==> config.mk <==
export PLATFORM = sky130hd
export DESIGN_NAME = gcode_command_source_flat
export DESIGN_NICKNAME = d
export VERILOG_FILES = /design/src/rtl/gcode_pkg.sv /design/src/rtl/gcode_command_source_if.sv /design/src/rtl/gcode_command_source.sv /design/src/flat_wrapper.sv
export SDC_FILE = /design/constraint.sdc
export NUM_CORES = 1
export LEC_CHECK = 0
export ABC_CLOCK_PERIOD_IN_PS = 2700
export CORE_MARGIN = 1.5
export CORE_UTILIZATION = 40
export CTS_BUF_LIST = sky130_fd_sc_hd__clkbuf_8
export DETAILED_ROUTE_END_ITERATION = 6
export PLACE_DENSITY = 0.74
export SLEW_MARGIN = 20
export SYNTH_ARGS = -nofsm -noshare
export SYNTH_HDL_FRONTEND = slang
export SYNTH_SLANG_ARGS = --single-unit
==> constraint.sdc <==
create_clock -name clk -period 2.7 [get_ports clk]
set_input_delay 0.675 -clock clk [delete_from_list [all_inputs] [get_ports clk]]
set_output_delay 0.675 -clock clk [all_outputs]
set_load 0.03 [all_outputs]
==> src/rtl/gcode_pkg.sv <==
// Shared G-code command definitions: opcode encodings, command word layout and coordinate width.
// Imported by both the command source and the controller-side receiver so encodings cannot drift.
package gcode_pkg;

    localparam int COORD_W = 14;

    typedef enum logic [3:0] {
        OP_G00 = 4'd0,
        OP_G01 = 4'd1,
        OP_G20 = 4'd2,
        OP_G21 = 4'd3,
        OP_G90 = 4'd4,
        OP_G91 = 4'd5,
        OP_M2  = 4'd6,
        OP_M6  = 4'd7,
        OP_M72 = 4'd8
    } op_e;

    // Memory word layout: {opcode, x, y}, opcode in the top nibble.
    typedef struct packed {
        op_e                cmd;
        logic [COORD_W-1:0] x_value;
        logic [COORD_W-1:0] y_value;
    } cmd_t;

    // Encodings 9..15 are reserved and treated as illegal.
    function automatic logic op_legal(input logic [3:0] op);
        return op <= 4'd8;
    endfunction

endpackage

==> src/rtl/gcode_command_source_if.sv <==
// Command handover channel between the program walker (master) and the controller receiver (slave).
// The receiver latches on the rising edge of memory_ready & controller_ready.
interface gcode_command_source_if #(
    parameter int COORD_W = gcode_pkg::COORD_W
);
    logic [3:0]         cmd_code;
    logic [COORD_W-1:0] x_value;
    logic [COORD_W-1:0] y_value;
    logic               memory_ready;
    logic               controller_ready;

    modport master (
        output cmd_code, x_value, y_value, memory_ready,
        input  controller_ready
    );

    modport slave (
        input  cmd_code, x_value, y_value, memory_ready,
        output controller_ready
    );
endinterface

==> src/rtl/gcode_command_source.sv <==
// Walks a G-code program in a synchronous-read command memory and hands one command at a time
// to the controller. Stops on M2, on running past the last program slot, or on reset.
module gcode_command_source
    import gcode_pkg::*;
#(
    parameter int ADDR_W   = 8,
    parameter int PROG_LEN = 256,
    parameter int COORD_W  = gcode_pkg::COORD_W
) (
    input  logic                 clk,
    input  logic                 reset,
    input  logic                 start,
    output logic [ADDR_W-1:0]    mem_addr,
    input  logic [4+2*COORD_W-1:0] mem_data,
    gcode_command_source_if.master cmd_if,
    output logic                 busy,
    output logic                 done,
    output logic                 error,
    output logic                 overrun,
    output logic [ADDR_W:0]      cmd_count
);

    typedef enum logic [2:0] {
        S_IDLE,
        S_FETCH,
        S_LOAD,
        S_PRESENT,
        S_DONE
    } state_e;

    state_e state, state_nxt;

    logic [3:0]         rd_op;
    logic [COORD_W-1:0] rd_x;
    logic [COORD_W-1:0] rd_y;
    logic [3:0]         cmd_code_q;
    logic [COORD_W-1:0] x_value_q;
    logic [COORD_W-1:0] y_value_q;

    logic last_slot;
    logic launch;
    logic take;
    logic skip;
    logic handover;
    logic advance;

    assign rd_op = mem_data[4+2*COORD_W-1 -: 4];
    assign rd_x  = mem_data[2*COORD_W-1 -: COORD_W];
    assign rd_y  = mem_data[COORD_W-1:0];

    assign last_slot = (mem_addr == ADDR_W'(PROG_LEN - 1));
    assign launch    = ((state == S_IDLE) || (state == S_DONE)) && start;
    assign take      = (state == S_LOAD) && op_legal(rd_op) && (rd_op != OP_M2);
    assign skip      = (state == S_LOAD) && !op_legal(rd_op);
    assign handover  = (state == S_PRESENT) && cmd_if.controller_ready;
    assign advance   = skip || handover;

    // NOTE: sequential state uses non-blocking assignments so every register samples pre-edge values.
    always_ff @(posedge clk) begin
        if (reset) state <= S_IDLE;
        else       state <= state_nxt;
    end

    // NOTE: default assignment first so no path through the case leaves state_nxt unassigned (no latch).
    always_comb begin
        state_nxt = state;
        case (state)
            S_IDLE, S_DONE: if (start) state_nxt = S_FETCH;
            S_FETCH:        state_nxt = S_LOAD;
            S_LOAD: begin
                if (rd_op == OP_M2)       state_nxt = S_DONE;
                else if (!op_legal(rd_op)) state_nxt = last_slot ? S_DONE : S_FETCH;
                else                       state_nxt = S_PRESENT;
            end
            S_PRESENT: if (cmd_if.controller_ready) state_nxt = last_slot ? S_DONE : S_FETCH;
            default:        state_nxt = S_IDLE;
        endcase
    end

    // memory_ready is a pure decode of the state register, so it drops on the same edge that leaves PRESENT.
    always_comb begin
        cmd_if.memory_ready = (state == S_PRESENT);
        busy                = (state == S_FETCH) || (state == S_LOAD) || (state == S_PRESENT);
        done                = (state == S_DONE);
    end

    always_ff @(posedge clk) begin
        if (reset) begin
            mem_addr   <= '0;
            cmd_count  <= '0;
            error      <= 1'b0;
            overrun    <= 1'b0;
            cmd_code_q <= '0;
            x_value_q  <= '0;
            y_value_q  <= '0;
        end else begin
            if (launch) begin
                mem_addr  <= '0;
                cmd_count <= '0;
                error     <= 1'b0;
                overrun   <= 1'b0;
            end
            if (take) begin
                cmd_code_q <= rd_op;
                x_value_q  <= rd_x;
                y_value_q  <= rd_y;
            end
            if (skip) error <= 1'b1;
            if (advance) begin
                if (last_slot) overrun  <= 1'b1;
                else           mem_addr <= mem_addr + ADDR_W'(1);
            end
            if (handover && (cmd_count != {(ADDR_W+1){1'b1}}))
                cmd_count <= cmd_count + (ADDR_W+1)'(1);
        end
    end

    assign cmd_if.cmd_code = cmd_code_q;
    assign cmd_if.x_value  = x_value_q;
    assign cmd_if.y_value  = y_value_q;

endmodule

==> src/flat_wrapper.sv <==
// flat-port wrapper written by rule: the top's interface ports become plain ports
module gcode_command_source_flat import gcode_pkg::*;
#(
    parameter int ADDR_W   = 8,
    parameter int PROG_LEN = 256,
    parameter int COORD_W  = gcode_pkg::COORD_W
)
  (clk, reset, start, mem_addr, mem_data, busy, done, error, overrun, cmd_count, cmd_if_cmd_code, cmd_if_x_value, cmd_if_y_value, cmd_if_memory_ready, cmd_if_controller_ready);
  gcode_command_source_if #(.COORD_W(COORD_W)) cmd_if_i ();
  input  logic clk;
  input  logic reset;
  input  logic start;
  output logic [ADDR_W-1:0] mem_addr;
  input  logic [4+2*COORD_W-1:0] mem_data;
  output logic busy;
  output logic done;
  output logic error;
  output logic overrun;
  output logic [ADDR_W:0] cmd_count;
  output wire logic [$bits(cmd_if_i.cmd_code)-1:0] cmd_if_cmd_code;
  output wire logic [$bits(cmd_if_i.x_value)-1:0] cmd_if_x_value;
  output wire logic [$bits(cmd_if_i.y_value)-1:0] cmd_if_y_value;
  output wire logic [$bits(cmd_if_i.memory_ready)-1:0] cmd_if_memory_ready;
  input wire logic [$bits(cmd_if_i.controller_ready)-1:0] cmd_if_controller_ready;
  assign cmd_if_cmd_code = cmd_if_i.cmd_code;
  assign cmd_if_x_value = cmd_if_i.x_value;
  assign cmd_if_y_value = cmd_if_i.y_value;
  assign cmd_if_memory_ready = cmd_if_i.memory_ready;
  assign cmd_if_i.controller_ready = cmd_if_controller_ready;
  gcode_command_source #(.ADDR_W(ADDR_W), .PROG_LEN(PROG_LEN), .COORD_W(COORD_W)) u_core (.clk(clk), .reset(reset), .start(start), .mem_addr(mem_addr), .mem_data(mem_data), .cmd_if(cmd_if_i), .busy(busy), .done(done), .error(error), .overrun(overrun), .cmd_count(cmd_count));
endmodule
# After elaboration in Yosys (flattened, before gate mapping)

Cells that the tools add are included.

Reductions and logical operators: 16
Equal/unequal tests: 10
$add $sub $neg: 2
Order comparisons: 1
Muxes and demuxes: 16

Operators with widths:

| cell                | number |
|---|---|
| $mux 8              | 3 |
| $mux 9              | 2 |
| $mux 3              | 5 |
| $pmux 3 s4          | 1 |
| $add 9x1->9 const B | 1 |
| $ne 9x9->1 const B  | 1 |
| $add 8x1->8 const B | 1 |
| $eq 8x8->1 const B  | 1 |
| $eq 3x2->1 const B  | 2 |
| $logic_and 1x1->1   | 6 |
| $mux 1              | 5 |
| $eq 4x3->1 const B  | 1 |
| $le 4x4->1 const B  | 1 |
| $logic_or 1x1->1    | 4 |
| $ne 4x3->1 const B  | 1 |
| $reduce_bool 2->1   | 2 |
| $eq 3x1->1 const B  | 1 |
| $eq 3x3->1 const B  | 1 |
| $logic_not 3->1     | 1 |
| $ne 2x1->1 const B  | 1 |
| $ne 2x2->1 const B  | 1 |
| $reduce_and 2->1    | 1 |
| $reduce_or 2->1     | 1 |
| $logic_not 1->1     | 1 |

Input port bits: 36
Output and inout port bits: 54
Register bits after elaboration: 54
Word-level logic and storage cells: 53

# Logic depth before layout (Yosys ltp)

Depth in word-level cells: 6
Mapped depth: 9

# Worst setup path before layout

Ideal clock, no wire load.

Path type: register to register
From: register u_core.cmd_count[0]
To: register u_core.cmd_count[6]
Data arrival time: 2006 ps
Path slack: 548 ps
Cell stages (with the launch flop): 10
Setup time: 147 ps
Cell sequence: dfxtp_1 > ha_1 > and3_1 > nand3_1 > nor2_1 > ha_1 > clkbuf_1 > nor2_2 > a41oi_1 > a311oi_1

Cells in the longest elaborated chain, start to end: 3
Elaborated cells on any way between the ends: 5
Classes of those cells: 1 x add/sub; 1 x eq/ne; 1 x mux; 2 x reduce/logical

Ends and longest elaborated chain:

| element                                                             | line                        | text |
|---|---|---|
| start, declared                                                     | gcode_command_source.sv:20  | `output logic [ADDR_W:0] cmd_count` |
| start signal, assigned                                              | gcode_command_source.sv:114 | `cmd_count <= cmd_count + (ADDR_W+1)'(1);` |
| parallel branches: the longest is 3 deep, another holds $add 9x1->9 | --                          |  |

Several ways; the timed one is not identified.
A chain may end at the register's enable or synchronous reset.

# Worst setup path after layout

From: register u_core.state[1]
To: output port cmd_if_memory_ready

Cells in the longest elaborated chain, start to end: 1

Ends and longest elaborated chain:

| element                | line                       | text |
|---|---|---|
| start, declared        | gcode_command_source.sv:31 | `state_e state, state_nxt;` |
| start signal, assigned | gcode_command_source.sv:61 | `else state <= state_nxt;` |
| $eq 3x2->1             | gcode_command_source.sv:82 | `cmd_if.memory_ready = (state == S_PRESENT);` |
| end, declared          | flat_wrapper.sv:23         | `output wire logic [$bits(cmd_if_i.memory_ready)-1:0] cmd_if_memory_ready;` |

Every way passes these cells.

==> flow_summary.toml <==
[status]
status = "complete, no violations"

[sta]
period_minus_slack_ps = 2560
final.setup.tns_ps = 0
hold_viol_final = 0
rsz0062_at_grt = "false"
post-route-period-util_pct = 94.9
tightestPinTransition_ps = 578
hold_slack_ps = 458
max_freq_ghz = 0.390
timing.final.ws_setup_ps = 139
finClkSkew_ps = 4.61
drv_slew = 0
finalSetupViolCount = 0
max-slew-margin-rel_pct = 61.5

[pwr]
pwr-share-clk_pct = 29.7
finalPower_mw = 1.90
leakage_nw = 1.15
combPwrFrac_pct = 23.7
power_density_mw_per_mm2 = 561
vdd_drop_max_v = 0.000308
intPower_mw = 1.32
p_switching_uw = 587
p_sw_share_pct = 30.8
pwr-share-seq_pct = 46.6

[routing]
first_pass_iters = 6
drt-total-wl_mm = 5.99
wire_per_inst_um = 13.7
vias_per_cell = 5.23
vias = 2297
drt_iter0_markers = 113
drtAntennaViolNets = 0
drcViolationCount = 0

[yosys]
avgSynthCellArea_um2 = 8.23
synth_warnings = 0
syn_inst = 284
yosys-top-cells-count = "nand2_1 (68), dfxtp_1 (54), a21oi_1 (38), nor2_1 (18), clkbuf_1 (10)"
synth_cell_types = 52
ys_top_cells_by_area = "dfxtp_1 (46%), nand2_1 (11%), a21oi_1 (8.1%)"
yosys_register_bits = 54
syn_area_mm2 = 0.00234
async_reset_ff_share_pct = 0
synth.top_cell.area_share_pct = 46.3
synth.most_common_cell = "nand2_1"
synth-edff-count = 0
synthesis.nets = 323
yosys.area.top_type = "dfxtp_1"
ys_seq_area_share_pct = 46.3
synth_flop_cell = "dfxtp_1"

[final_layout]
layout.nets = 405
area_growth_pct = 45.2
finalNonFillerCells = 439
drive_gt1_share_pct = 6.54
postLayoutCellArea_mm2 = 0.00339
diodes = 0
final_util_pct = 60.9

[setup_path]
endpoint_kind = "primary output"
path_max_fanout = 11
critPathLaunchType = "flop"
cpPeakStageDelay_ps = 670
arrival_ps = 1890
crit_chain = "and2b_1 -> and2_1 -> clkdlybuf4s50_1"
critPathKind = "flop to primary output"
crit_slowest_cell = "clkdlybuf4s50_1"
cp_data_required_time_ps = 2030

[die]
rows = 27
ioPinCount = 90
start_util_pct = 41.9
die_x_um = 79.4
dieHeight_um = 79.4
core-area_mm2 = 0.00557
die_area_mm2 = 0.00631

[global_route]
grt_pass1_vias = 2088
grt_util_all_layers_pct = 19.7
grt_max_degree = 32
overflow = 0
antenna_found_initial = 0
grt_pass1_wl_mm = 9.83

[clock_tree]
cts_tree = "yes"
root_buffer = "clkbuf_8"
cts_made_buffers = 5
cts_sinks = 54
worstSkewPairLatency_ps = 310
clkTransAtPathRegs_ps = 100
clock_path_buffers = 2
cts_htree_levels = 2
cts_hold_buf = 0
postCtsSetupBuffers = 0

[placement]
dp_slack_ps = 196
gp_congestion = 0.822
dp.final_hpwl_mm = 4.25
dpl_cell_area_mm2 = 0.00327
place_inst = 431
io_buffers = 89

[worst_hold_path]
hp-class = "flop to flop"

[run]
maxCapViolCount = 0
[path summary, 6_finish.rpt]
check | cells after the start | end | slack (ps) | from
setup / recovery | 3 | cmd_if_memory_ready | 140 | u_core.state[1]
hold / removal | 2 | u_core.cmd_if.x_value[3] | 460 | u_core.cmd_if.x_value[3]
setup reg to reg | 8 | u_core.cmd_count[7] | 440 | u_core.cmd_count[0]
hold reg to reg | 2 | u_core.cmd_if.x_value[3] | 460 | u_core.cmd_if.x_value[3]
[sequential cells by signal (all words and copies together) (netlist names)]
register and cells:
u_core.cmd_if.x_value 14, u_core.cmd_if.y_value 14, u_core.cmd_count 9, u_core.mem_addr 8
u_core.cmd_if.cmd_code 4, u_core.state 3, u_core.error 1, u_core.overrun 1
[power by group through the flow]
stage	Clock (mW)	Sequential, mW	Combinational, mW
2_1_floorplan	0	0.951	0.217
3_3_place_gp	0	0.901	0.448
3_5_place_dp	0	0.904	0.452
4_1_cts	0.586	0.885	0.454
5_1_grt	0.624	0.897	0.491
6_report	0.566	0.887	0.450
[cell type report]
class                      instances  area, µm²
clock inverter                     3       48.8
fill                             495       2180
sequential                        54       1080
tap                               72       90.1
multi-input combinational        210       1160
timing repair buffer              94        936
clock buffer                       5       68.8
inverter                           1       3.75
[logic make-up (layout without fill, tap and decap cells)]
| group | after synthesis | count (layout) | share of synthesized area (%) |
|---|---|---|---|
| AND/OR/NAND/NOR | 129 | 129 | 25.9 |
| AO/OA/AOI/OAI | 73 | 73 | 20.3 |
| XOR/XNOR | 4 | 4 | 1.50 |
| multiplexers | 1 | 1 | 0.482 |
| buffers and inverters | 20 | 103 | 3.96 |
| adder cells (fa/ha/maj) | 3 | 3 | 1.61 |
| flip-flops | 54 | 54 | 46.3 |
[cell usage in the layout, fill, tap and decap left out, types with 2 or more instances in the layout]
cell	instances
nor4_1	2
a21oi_1	38
buf_4	4
a22oi_1	3
nand2b_1	5
a311oi_1	2
nor2_1	18
and3_1	6
nor3_1	6
xor2_1	3
o21ai_0	5
o311a_1	2
o31ai_1	4
clkdlybuf4s50_1	88
nor3b_1	2
ha_1	3
dfxtp_1	53
a32o_1	2
nand3_1	6
nand2_1	68
and2_1	2
clkbuf_8	5
or3_1	2
o211ai_1	4
[metal layers]
metal  track usage, %  part of all wire (%)  vias up
li1                 -                     -     1160
met4             11.8                   2.7        0
met1             25.3                    44     1046
met5                0                     0        -
met3             4.34                   6.2       10
met2             30.2                    47       81
[critical path: cells and delay by family (launching register included)]
kind	cells	cell delay (ps)
buffers and inverters	1	670
DFF	1	510
and+or+nand+nor	2	400
[what timing repair did]
| action | in CTS | in global routing |
|---|---|---|
| gates resized for setup | 0 | 1 |
| endpoints found under the hold margin | 0 | 0 |
| endpoints found under the setup margin | 0 | 1 |
(Power assumes the default switching activity.)
